==> config.mk <==
export PLATFORM = sky130hd
export DESIGN_NAME = simple_pipe_fetch
export DESIGN_NICKNAME = d
export VERILOG_FILES = /design/src/rtl/simple_pipe_fetch.sv
export SDC_FILE = /design/constraint.sdc
export NUM_CORES = 1
export LEC_CHECK = 0
export ABC_AREA = 1
export BUFFER_PORTS_ARGS = -buffer_cell sky130_fd_sc_hd__buf_2
export CAP_MARGIN = 20
export CORE_MARGIN = 2
export CORE_UTILIZATION = 24
export DETAILED_ROUTE_END_ITERATION = 10
export PLACE_DENSITY = 0.44
export SLEW_MARGIN = 0
export SYNTH_ARGS = -nofsm -noshare
export SYNTH_HDL_FRONTEND = slang
export SYNTH_SLANG_ARGS = --single-unit
export TNS_END_PERCENT = 5
==> constraint.sdc <==
create_clock -name clk -period 3.3 [get_ports clk]
set_input_delay 0.165 -clock clk [delete_from_list [all_inputs] [get_ports clk]]
set_output_delay 0.165 -clock clk [all_outputs]
set_load 0.05 [all_outputs]
==> src/rtl/simple_pipe_fetch.sv <==
// rtl/simple_pipe_fetch.sv - instruction fetch stage with credit-checked FIFO, redirect flush and halt
module simple_pipe_fetch #(
    parameter int         ADDR_W   = 8,
    parameter int         DEPTH    = 4,
    parameter logic [7:0] NOP_INST = 8'h00
) (
    input  logic                     clk,
    input  logic                     rst_n,
    output logic                     imem_req_valid,
    input  logic                     imem_req_ready,
    output logic [ADDR_W-1:0]        imem_req_addr,
    input  logic                     imem_rsp_valid,
    input  logic [7:0]               imem_rsp_data,
    input  logic                     redirect_valid,
    input  logic [ADDR_W-1:0]        redirect_pc,
    input  logic                     halt,
    output logic [7:0]               inst,
    output logic                     inst_valid,
    output logic [$clog2(DEPTH):0]   fifo_count,
    output logic                     rsp_err
);

    localparam int PW = $clog2(DEPTH);
    localparam int CW = PW + 1;
    localparam int SW = CW + 2;

    logic [ADDR_W-1:0] r_pc;
    logic [7:0]        r_mem [DEPTH];
    logic [PW-1:0]     r_rd_ptr;
    logic [PW-1:0]     r_wr_ptr;
    logic [CW-1:0]     r_count;
    logic [CW-1:0]     r_outstanding;
    logic [CW-1:0]     r_drop;
    logic [7:0]        r_inst;
    logic              r_inst_valid;
    logic              r_rsp_err;

    logic [SW-1:0]     w_credit_sum;
    logic              w_req_valid;
    logic              w_accept;
    logic              w_rsp_drop;
    logic              w_rsp_keep;
    logic              w_rsp_spur;
    logic              w_rsp_used;
    logic              w_push;
    logic              w_pop;

    // Credit check counts buffered, in-flight kept and in-flight discarded entries
    always_comb begin
        w_credit_sum = SW'(r_count) + SW'(r_outstanding) + SW'(r_drop);
        w_req_valid  = rst_n && !halt && !redirect_valid && (w_credit_sum < SW'(DEPTH));
        w_accept     = w_req_valid && imem_req_ready;
        w_rsp_drop   = imem_rsp_valid && (r_drop != '0);
        w_rsp_keep   = imem_rsp_valid && (r_drop == '0) && (r_outstanding != '0);
        w_rsp_spur   = imem_rsp_valid && (r_drop == '0) && (r_outstanding == '0);
        w_rsp_used   = w_rsp_drop || w_rsp_keep;
        w_push       = w_rsp_keep && !redirect_valid;
        w_pop        = !halt && !redirect_valid && (r_count != '0);
    end

    assign imem_req_valid = w_req_valid;
    assign imem_req_addr  = r_pc;
    assign inst           = r_inst;
    assign inst_valid     = r_inst_valid;
    assign fifo_count     = r_count;
    assign rsp_err        = r_rsp_err;

    // Program counter: redirect loads, accepted request advances
    always_ff @(posedge clk or negedge rst_n) begin
        if (!rst_n) begin
            r_pc <= '0;
        end else if (redirect_valid) begin
            r_pc <= redirect_pc;
        end else if (w_accept) begin
            r_pc <= r_pc + ADDR_W'(1);
        end
    end

    // FIFO storage written at the tail on every kept response
    always_ff @(posedge clk) begin
        if (w_push) begin
            r_mem[r_wr_ptr] <= imem_rsp_data;
        end
    end

    // FIFO pointers and occupancy; redirect empties the buffer
    always_ff @(posedge clk or negedge rst_n) begin
        if (!rst_n) begin
            r_rd_ptr <= '0;
            r_wr_ptr <= '0;
            r_count  <= '0;
        end else if (redirect_valid) begin
            r_rd_ptr <= '0;
            r_wr_ptr <= '0;
            r_count  <= '0;
        end else begin
            if (w_push) begin
                r_wr_ptr <= r_wr_ptr + PW'(1);
            end
            if (w_pop) begin
                r_rd_ptr <= r_rd_ptr + PW'(1);
            end
            r_count <= r_count + CW'(w_push) - CW'(w_pop);
        end
    end

    // In-flight bookkeeping: redirect converts all kept requests into discards
    always_ff @(posedge clk or negedge rst_n) begin
        if (!rst_n) begin
            r_outstanding <= '0;
            r_drop        <= '0;
        end else if (redirect_valid) begin
            r_outstanding <= '0;
            r_drop        <= r_drop + r_outstanding - CW'(w_rsp_used);
        end else begin
            r_outstanding <= r_outstanding + CW'(w_accept) - CW'(w_rsp_keep);
            r_drop        <= r_drop - CW'(w_rsp_drop);
        end
    end

    // Issue register: FIFO head when allowed, otherwise NOP filler
    always_ff @(posedge clk or negedge rst_n) begin
        if (!rst_n) begin
            r_inst       <= NOP_INST;
            r_inst_valid <= 1'b0;
        end else if (w_pop) begin
            r_inst       <= r_mem[r_rd_ptr];
            r_inst_valid <= 1'b1;
        end else begin
            r_inst       <= NOP_INST;
            r_inst_valid <= 1'b0;
        end
    end

    // Sticky flag for a response that no request accounts for
    always_ff @(posedge clk or negedge rst_n) begin
        if (!rst_n) begin
            r_rsp_err <= 1'b0;
        end else if (w_rsp_spur) begin
            r_rsp_err <= 1'b1;
        end
    end

endmodule

==> results of run 1 <==
report_power, final:
| part | switching, mW | internal, mW |
|---|---|---|
| registers | 0.0965 | 0.913 |
| logic | 0.598 | 0.305 |
| clock network | 0.336 | 0.581 |
| total | 1.03 | 1.80 |
layout by cell type, fill, tap and decap left out, types with 2 or more instances in the layout:
cell type,instances
nand3_4,2
dfrtp_1,29
clkbuf_16,9
nand2_1,54
inv_1,31
inv_2,10
o21ai_1,10
o21bai_1,2
o21ai_0,16
nand3_1,17
nor2_1,50
fa_1,5
ha_1,15
edfxtp_1,32
dfrtp_2,2
buf_2,43
xnor2_1,4
clkinv_2,3
buf_4,11
xor2_1,4
a21oi_1,11
nor2_4,2
kinds of logic after synthesis:
family                   after synthesis  share of synthesized area
AND/OR/NAND/NOR                      131                      0.187
flip-flops                            63                      0.551
buffers and inverters                 49                     0.0627
AO/OA/AOI/OAI                         42                     0.0726
adder cells (fa/ha/maj)               22                      0.102
XOR/XNOR                               8                     0.0222
multiplexers                           1                    0.00317
worst max-delay path: stages, from the launching register on:
cell and delay, ns:
dfrtp_1 0.38, inv_1 0.08, fa_1 0.50, inv_1 0.07, fa_1 0.52, nor2_4 0.15, nand3_4 0.07, nor2_4 0.13
nand3_4 0.09, ha_4 0.22, inv_1 0.05, ha_1 0.13, inv_1 0.05, fa_2 0.51, nor2_1 0.04
repair_timing:
action / in CTS / in global routing
gates resized for setup: 0 / 4
buffers inserted: 0 / 4
setup endpoints to repair: 0 / 1
endpoints found under the hold margin: 31 / 0
hold buffers: 1 / 0
path summary, 6_finish.rpt:
check                           slack (ns)        startpoint               end  depth (start not counted)
worst max-delay path                  0.19  r_outstanding[2]  r_outstanding[1]                         14
worst min-delay path                  0.06  imem_rsp_data[4]       r_mem[0][4]                          1
worst max register to register        0.19  r_outstanding[2]  r_outstanding[1]                         14
worst min register to register        0.45           rsp_err           rsp_err                          1
max in group asynchronous             2.53             rst_n     fifo_count[1]                          3
min in group asynchronous             0.42             rst_n  imem_req_addr[5]                          3
metrics by stage:
| stage | hold WS (ns) | cells | setup WS (ns) | power [mW] | cell area (um^2) |
|---|---|---|---|---|---|
| floorplan | -0.131 | 316 | 0.0207 | 1.69 | 3160 |
| global placement | 0.274 | 530 | 0.174 | 1.90 | 3600 |
| detailed placement | 0.273 | 530 | 0.139 | 1.91 | 3600 |
| CTS | 0.0505 | 547 | 0.111 | 2.84 | 3900 |
| global route | 0.0586 | 551 | 0.0435 | 3.02 | 3950 |
| finish | 0.0617 | 551 | 0.193 | 2.83 | 3950 |
routing by layer:
| layer | part of all wire | vias up | track usage |
|---|---|---|---|
| met4 | 0.015 | 0 | 0.0491 |
| met3 | 0.032 | 6 | 0.0212 |
| li1 | - | 1137 | - |
| met2 | 0.48 | 38 | 0.172 |
| met5 | 0 | - | 0 |
| met1 | 0.47 | 1052 | 0.135 |
state kept, by name, summed over array words and instances, names as in the netlist:
| register | flops |
|---|---|
| inst_valid | 1 |
| r_wr_ptr | 2 |
| r_drop | 3 |
| imem_req_addr | 8 |
| rsp_err | 1 |
| r_mem | 32 |
| r_outstanding | 3 |
| inst | 8 |
| fifo_count | 3 |
| r_rd_ptr | 2 |
cell type report:
| type | instances | area [um^2] | area share |
|---|---|---|---|
| clock buffers | 10 | 229 | 0.0580 |
| flip-flops and latches | 63 | 1740 | 0.441 |
| clock inverters | 6 | 61.3 | 0.0155 |
| well taps | 172 | 215 | 0.0546 |
| multi-input cells | 204 | 1240 | 0.314 |
| inverters | 41 | 154 | 0.0390 |
| repair buffers | 55 | 308 | 0.0780 |
==> impl_metrics.csv, run 1 <==
group,metric,value,unit
run_status,status,"finished clean",
critical_path,arrival,3.30,ns
synthesis,syn-instance-count,316,
synthesis,async_reset_ff_frac,0.492,
synthesis,synth_top_area_cell,"edfxtp_1",
routing,drt_pass1_iterations,4,
routing,drtIter0Drc,78,
critical_path,start_kind,"flop",
synthesis,yosysWarnings,0,
floorplan,rows,41,
critical_path,endpoint_kind,"flop",
routing,drcViolationCount,0,
floorplan,initial_core_util,0.248,
clock_network,clockRootBuffer,"clkbuf_16",
clock_network,cts.sinks,63,
floorplan,die_w,119,um
routing,via_per_inst,4.05,
pwr,power.density,717,nW/um^2
placed_design,routabilityCongestion,0.745,
sta,max_freq,322,MHz
sta,drv_slew,0,
global_route,grtUsageTotal,0.106,
synthesis,yosysTopAreaCellShare,0.305,
synthesis,synthTopCellsByArea,"edfxtp_1 30%, dfrtp_1 25%, nand2_1 6.4%, ha_1 6.3%, nor2_1 6.0%",
clock_network,clock_path_buffers,2,
critical_path,crit_type,"reg2reg",
synthesis,syn_avg_cell_area,9.98,um^2
sta,rsz0062_at_grt,"no",
sta,slew_headroom,0.465,
clock_network,insertion_delay,0.33,ns
global_route,grt_max_degree,32,
critical_path,crit_fanout,3,
critical_path,worstPathRequired,3.50,ns
routing,ant_nets,0,
sta,final.setup.tns,0,ns
floorplan,core,12700,um^2
clock_network,clk_pin_slew_worst_paths,0.05,ns
hold_path,hp-class,"in2reg",
final_layout,finalNetCount,418,
synthesis,synth_commonest_cells,"54 x nand2_1, 50 x nor2_1, 35 x inv_1, 32 x edfxtp_1, 31 x dfrtp_1",
synthesis,ys.flop_type,"edfxtp_1",
synthesis,synth_cell_types,30,
synthesis,synth-seq-area-share,0.551,
global_route,grt_pass1_vias,2199,
synthesis,yosysMostFrequentCell,"nand2_1",
routing,routedWlPerCell,12.6,um
pwr,peakVddDrop,0.193,mV
global_route,grt_pass1_wl,11.5,mm
routing,vias,2233,
placed_design,dpl.hpwl,4.76,mm
clock_network,tritoncts,"done",
job,cap_viol_max_count,0,
pwr,p_leak,1.78,nW
sta,setup-violations-final,0,
global_route,grt-ovfl-total,0,
synthesis,syn-num-nets,360,
final_layout,postLayoutCoreUtil,0.310,
floorplan,io_pins,44,
clock_network,htreeDepth,3,
synthesis,synth_edf_count,32,
final_layout,fillers,1354,
final_layout,diodes,0,
placed_design,io_buffers,43,
global_route,antenna_found_initial,0,
sta,skew,0.00932,ns
synthesis,ys_ff_latch,63,
floorplan,dieArea,14100,um^2
routing,wirelength,6.97,mm
sta,worstMarginPinSlew,0.800,ns
sta,finalCritPeriodShare,0.942,
final_layout,synthToLayoutAreaGrowth,25.1,%
final_layout,drive_above_1_share,0.243,
sta,hold_viol_final,0,
floorplan,chipHeight,119,um
synthesis,syn_area,3150,um^2
sta,fin_crit,3.11,ns
clock_network,cts_buffers,9,
No activity file was read; power rests on OpenSTA's default activity.
==> run 2: changes to the inputs <==
- CORE_MARGIN: 2 -> not set
==> impl_metrics.csv, run 2 (synthesis gave the netlist of run 1 again) <==
group,metric,value,unit
global_route,grt_max_degree,32,
final_layout,final_common_cell,"nand2_1",
sta,rsz0062_at_grt,"no",
sta,max_freq,319,MHz
final_layout,largest-register,"r_mem",
pwr,peakVddDrop,0.196,mV
clock_network,cts_buffers,9,
sta,drv_slew,0,
final_layout,finalNetCount,414,
critical_path,crit_fanout,3,
sta,finalCritPeriodShare,0.951,
sta,fin_crit,3.14,ns
pwr,switching_share,0.349,
routing,vias,2242,
pwr,power_frac_comb,0.300,
sta,final.setup.tns,0,ns
placed_design,dpl.hpwl,4.73,mm
global_route,grtUsageTotal,0.110,
sta,worstMarginPinSlew,0.779,ns
clock_network,clock_path_buffers,2,
sta,setup-violations-final,0,
global_route,antenna_found_initial,0,
clock_network,postCtsSetupRepairBufs,0,
final_layout,fin_area,3930,um^2
final_layout,final_cell_mix,"54 x nand2_1, 50 x nor2_1, 43 x buf_2",
final_layout,instances_no_fill,547,
clock_network,cts.sinks,63,
clock_network,htreeDepth,3,
critical_path,endpoint_kind,"flop",
floorplan,dieArea,13600,um^2
clock_network,insertion_delay,0.32,ns
global_route,grt-ovfl-total,0,
pwr,p_seq_frac,0.352,
hold_path,min-delay-start,"imem_rsp_data[0]",
placed_design,place_inst,530,
sta,holdWs,0.0628,ns
final_layout,largest_reg_flops,32,
clock_network,tritoncts,"done",
floorplan,initial_core_util,0.248,
critical_path,start_kind,"flop",
clock_network,ctsResizeCount,0,
critical_path,crit_type,"reg2reg",
critical_path,r2r_start,"fifo_count[1]",
critical_path,worstPathRequired,3.50,ns
floorplan,chipHeight,117,um
routing,via_per_inst,4.10,
pwr,p_leak,1.78,nW
floorplan,io_pins,44,
critical_path,crit_start,"fifo_count[1]",
routing,drcViolationCount,0,
placed_design,place_area,3600,um^2
job,cap_viol_max_count,0,
global_route,grt_pass1_vias,2160,
routing,wirelength,6.85,mm
floorplan,die_w,117,um
pwr,clockPowerShare,0.348,
hold_path,hp-class,"in2reg",
pwr,netSwitchingPower,1.00,mW
final_layout,synthToLayoutAreaGrowth,24.5,%
placed_design,routabilityCongestion,0.723,
floorplan,core,12700,um^2
global_route,grt_pass1_wl,11.0,mm
final_layout,drive_above_1_share,0.221,
placed_design,io_buffers,43,
routing,routedWlPerCell,12.5,um
sta,skew,0.00678,ns
routing,drt_pass1_iterations,4,
critical_path,arrival,3.34,ns
routing,drtIter0Drc,61,
sta,hold_viol_final,0,
routing,ant_nets,0,
clock_network,clk_pin_slew_worst_paths,0.05,ns
pwr,power.density,733,nW/um^2
sta,slew_headroom,0.479,
clock_network,clockRootBuffer,"clkbuf_16",
floorplan,rows,41,
final_layout,diodes,0,
pwr,p_int,1.87,mW
run_status,status,"finished clean",
pwr,finalPower,2.88,mW
## run 2: cell types whose count changed in the layout (fill, tap and decap cells not counted), sizes merged
| cell | previous run | this run |
|---|---|---|
| clkinvlp | 1 | 0 |
| bufinv | 1 | 2 |
| clkbuf | 10 | 12 |
| buf | 54 | 50 |
| clkinv | 4 | 2 |
## run 2: worst paths after layout
kind | to | slack, ns | depth (start not counted)
max | r_outstanding[2] | 0.16 | 15
min | r_mem[0][0] | 0.06 | 1
max reg2reg | r_outstanding[2] | 0.16 | 15
min reg2reg | rsp_err | 0.45 | 1
max in group asynchronous | fifo_count[2] | 2.51 | 3
min in group asynchronous | imem_req_addr[2] | 0.45 | 3
## run 2: critical path, cell delays in order (launching register included)
cell and delay, ns:
dfrtp_2 0.42, inv_2 0.10, fa_1 0.45, a21oi_2 0.15
fa_1 0.46, nor2_4 0.12, nand3_4 0.07, nor2_4 0.11
nand3_4 0.09, ha_1 0.27, inv_1 0.06, ha_1 0.13
inv_1 0.05, fa_1 0.37, xor2_1 0.15, nor2_1 0.05
## run 2: per-stage QoR
stage                     setup slack, ns   util
final                               0.161  0.309
after global routing              0.00207  0.309
after CTS                           0.112  0.309
after detailed placement            0.108  0.283
after global placement              0.177  0.283
after floorplan                    0.0207      -
## run 2: cell type report
class / count / area (um^2)
multi-input cells: 204 / 1220
clock buffers: 12 / 246
flip-flops and latches: 63 / 1740
fillers: 1359 / 8800
well taps: 172 / 215
inverters: 41 / 154
repair buffers: 51 / 278
clock inverters: 4 / 70.1
## run 2: what timing repair did
| item | CTS | global route |
|---|---|---|
| hold endpoints to repair | 31 | 0 |
| hold buffers | 1 | 0 |
| setup endpoints to repair | 0 | 1 |
## run 2: power groups by stage
stage	Sequential (mW)	Clock, mW	Combinational, mW
final	1.01	1.00	0.862
after detailed placement	1.03	0	0.876
after CTS	1.02	1.03	0.879
after global routing	1.03	1.06	0.972
after global placement	1.03	0	0.873
after floorplan	1.17	0	0.516
## run 2: layer usage
layer | up-vias | routed length, um | track usage
met5 | - | 0 | 0
met4 | 0 | 131 | 0.0515
met3 | 10 | 247 | 0.0275
met2 | 34 | 3190 | 0.171
met1 | 1077 | 3290 | 0.142
li1 | 1121 | - | -
==> run 3: changes to the inputs <==
- CORE_ASPECT_RATIO: not set -> 0.5
- SETUP_SLACK_MARGIN: not set -> 0.1
==> impl_metrics.csv, run 3 (synthesis gave the netlist of run 1 again) <==
group,metric,value,unit
hold_path,hp-class,"in2reg",
final_layout,multi_input_area,1240,um^2
global_route,grtUsageTotal,0.113,
job,cap_viol_max_count,0,
floorplan,io_pins,44,
clock_network,insertion_delay,0.33,ns
critical_path,crit_top_cell,"inv_1",
global_route,grt_pass1_vias,2155,
hold_path,min-delay-start,"imem_rsp_data[2]",
clock_network,cts.sinks,63,
pwr,power_frac_comb,0.310,
pwr,netSwitchingPower,1.04,mW
final_layout,synthToLayoutAreaGrowth,24.5,%
final_layout,drive_above_1_share,0.237,
floorplan,die_w,164,um
clock_network,cts_buffers,9,
routing,drt_pass1_iterations,4,
sta,setup-violations-final,0,
floorplan,core,12700,um^2
critical_path,crit_fanout,3,
final_layout,final_common_cell,"nand2_1",
clock_network,tritoncts,"done",
critical_path,arrival,3.27,ns
pwr,p_int,1.79,mW
sta,rsz0062_at_grt,"yes",
pwr,finalPower,2.83,mW
sta,finalCritPeriodShare,0.929,
clock_network,clk_pin_slew_worst_paths,0.06,ns
hold_path,hold_path_end,"r_mem[1][2]",
final_layout,postLayoutCoreUtil,0.308,
critical_path,start_kind,"flop",
sta,worstMarginPinSlew,0.789,ns
global_route,antenna_found_initial,0,
global_route,grt-ovfl-total,0,
critical_path,endpoint_kind,"flop",
final_layout,fillers,1304,
sta,hold_viol_final,0,
sta,drv_slew,0,
routing,vias,2203,
pwr,power.density,721,nW/um^2
routing,ant_nets,0,
pwr,clockPowerShare,0.332,
floorplan,chipHeight,83.1,um
pwr,p_seq_frac,0.358,
sta,fin_crit,3.07,ns
clock_network,clock_path_buffers,2,
critical_path,crit_type,"reg2reg",
clock_network,htreeDepth,3,
pwr,p_leak,1.76,nW
run_status,status,"finished clean",
hold_path,hold_depth,1,
final_layout,largest-register,"r_mem",
floorplan,initial_core_util,0.248,
sta,skew,0.00539,ns
final_layout,diodes,0,
final_layout,final_cell_mix,"54 x nand2_1, 49 x nor2_1, 43 x buf_2",
sta,max_freq,326,MHz
pwr,peakVddDrop,0.302,mV
critical_path,slowest_stage,"fa_1",
final_layout,finalNetCount,414,
sta,holdWs,0.0503,ns
pwr,switching_share,0.367,
placed_design,dpl.hpwl,4.51,mm
clock_network,clockRootBuffer,"clkbuf_16",
routing,wirelength,6.81,mm
global_route,grt_max_degree,32,
routing,drcViolationCount,0,
routing,routedWlPerCell,12.5,um
critical_path,r2r_end,"r_outstanding[1]",
global_route,grt_pass1_wl,11.3,mm
sta,slew_headroom,0.472,
floorplan,rows,29,
critical_path,r2r_start,"r_outstanding[2]",
routing,via_per_inst,4.04,
floorplan,dieArea,13600,um^2
critical_path,reg2reg_depth,14,
placed_design,io_buffers,43,
placed_design,place_inst,526,
critical_path,r2r_slack,0.23,ns
critical_path,worstPathRequired,3.50,ns
sta,final.setup.tns,0,ns
final_layout,regArea,1740,um^2
final_layout,largest_reg_flops,32,
final_layout,instances_no_fill,545,
critical_path,crit_chain,"inv_1, fa_1, inv_1, fa_1, nor2_4, nand3_4, nor2_4, nand3_4, ha_4, inv_1, ha_1, inv_1, fa_2, nor2_2",
routing,drtIter0Drc,111,
placed_design,routabilityCongestion,0.751,
critical_path,slowest_delay,0.52,ns
==> run 3: cell types whose count changed in the layout (fill, tap and decap cells not counted), moves of 2 or more <==
cell        change
clkinv_2        -2
clkinv_4        +2
clkinvlp_4      +2
inv_1           -2
==> run 3: how the worst max path moves through the flow <==
stage,startpoint,endpoint,slack [ns],cells after the start
2_1_floorplan,fifo_count[1],r_outstanding[2],0.07,15
3_3_place_gp,r_outstanding[1],r_outstanding[2],0.14,15
3_5_place_dp,r_outstanding[1],r_outstanding[2],0.11,15
4_1_cts,fifo_count[1],r_outstanding[2],0.16,15
5_1_grt,fifo_count[1],r_outstanding[2],0.07,15
6_report,r_outstanding[2],r_outstanding[1],0.23,14
==> run 3: layer usage <==
layer / vias up / part of all wire / track usage
li1: 1130 / - / -
met5: - / 0 / 0
met2: 22 / 0.46 / 0.169
met4: 0 / 0.0059 / 0.0354
met1: 1049 / 0.50 / 0.150
met3: 2 / 0.034 / 0.0425
==> run 3: critical path: cells and delay by family (launching register included) <==
family | cells | cell delay (ns)
fa+ha+maj | 5 | 1.87
buf+inv | 4 | 0.26
simple gates | 5 | 0.44
flops | 1 | 0.39
==> run 3: final cells by class <==
cell class / instances / share of cell area
Sequential cell: 63 / 0.443
Multi-Input combinational cell: 204 / 0.316
Timing Repair Buffer: 51 / 0.0707
Clock buffer: 10 / 0.0583
Tap cell: 170 / 0.0542
Inverter: 41 / 0.0398
Clock inverter: 6 / 0.0182
==> run 3: power by group through the flow <==
stage	Sequential [mW]	Combinational, mW	Clock (mW)
2_1_floorplan	1.17	0.518	0
5_1_grt	1.03	1.00	1.01
3_3_place_gp	1.03	0.881	0
6_report	1.01	0.878	0.940
3_5_place_dp	1.03	0.880	0
4_1_cts	1.01	0.888	0.970
==> run 3: stage by stage <==
stage | setup slack, ns | area [um^2]
after floorplan | 0.0683 | 3170
after global placement | 0.138 | 3590
after detailed placement | 0.110 | 3590
after CTS | 0.160 | 3910
after global routing | 0.0693 | 3930
final | 0.234 | 3930
==> run 3: timing repair <==
| action | 4_1_cts | 5_1_grt |
|---|---|---|
| hold buffers | 1 | 0 |
| setup endpoints to repair | 1 | 2 |
| pin swaps | 0 | 5 |
| hold endpoints to repair | 31 | 0 |
| setup buffers | 1 | 1 |
| gates resized for setup | 0 | 5 |
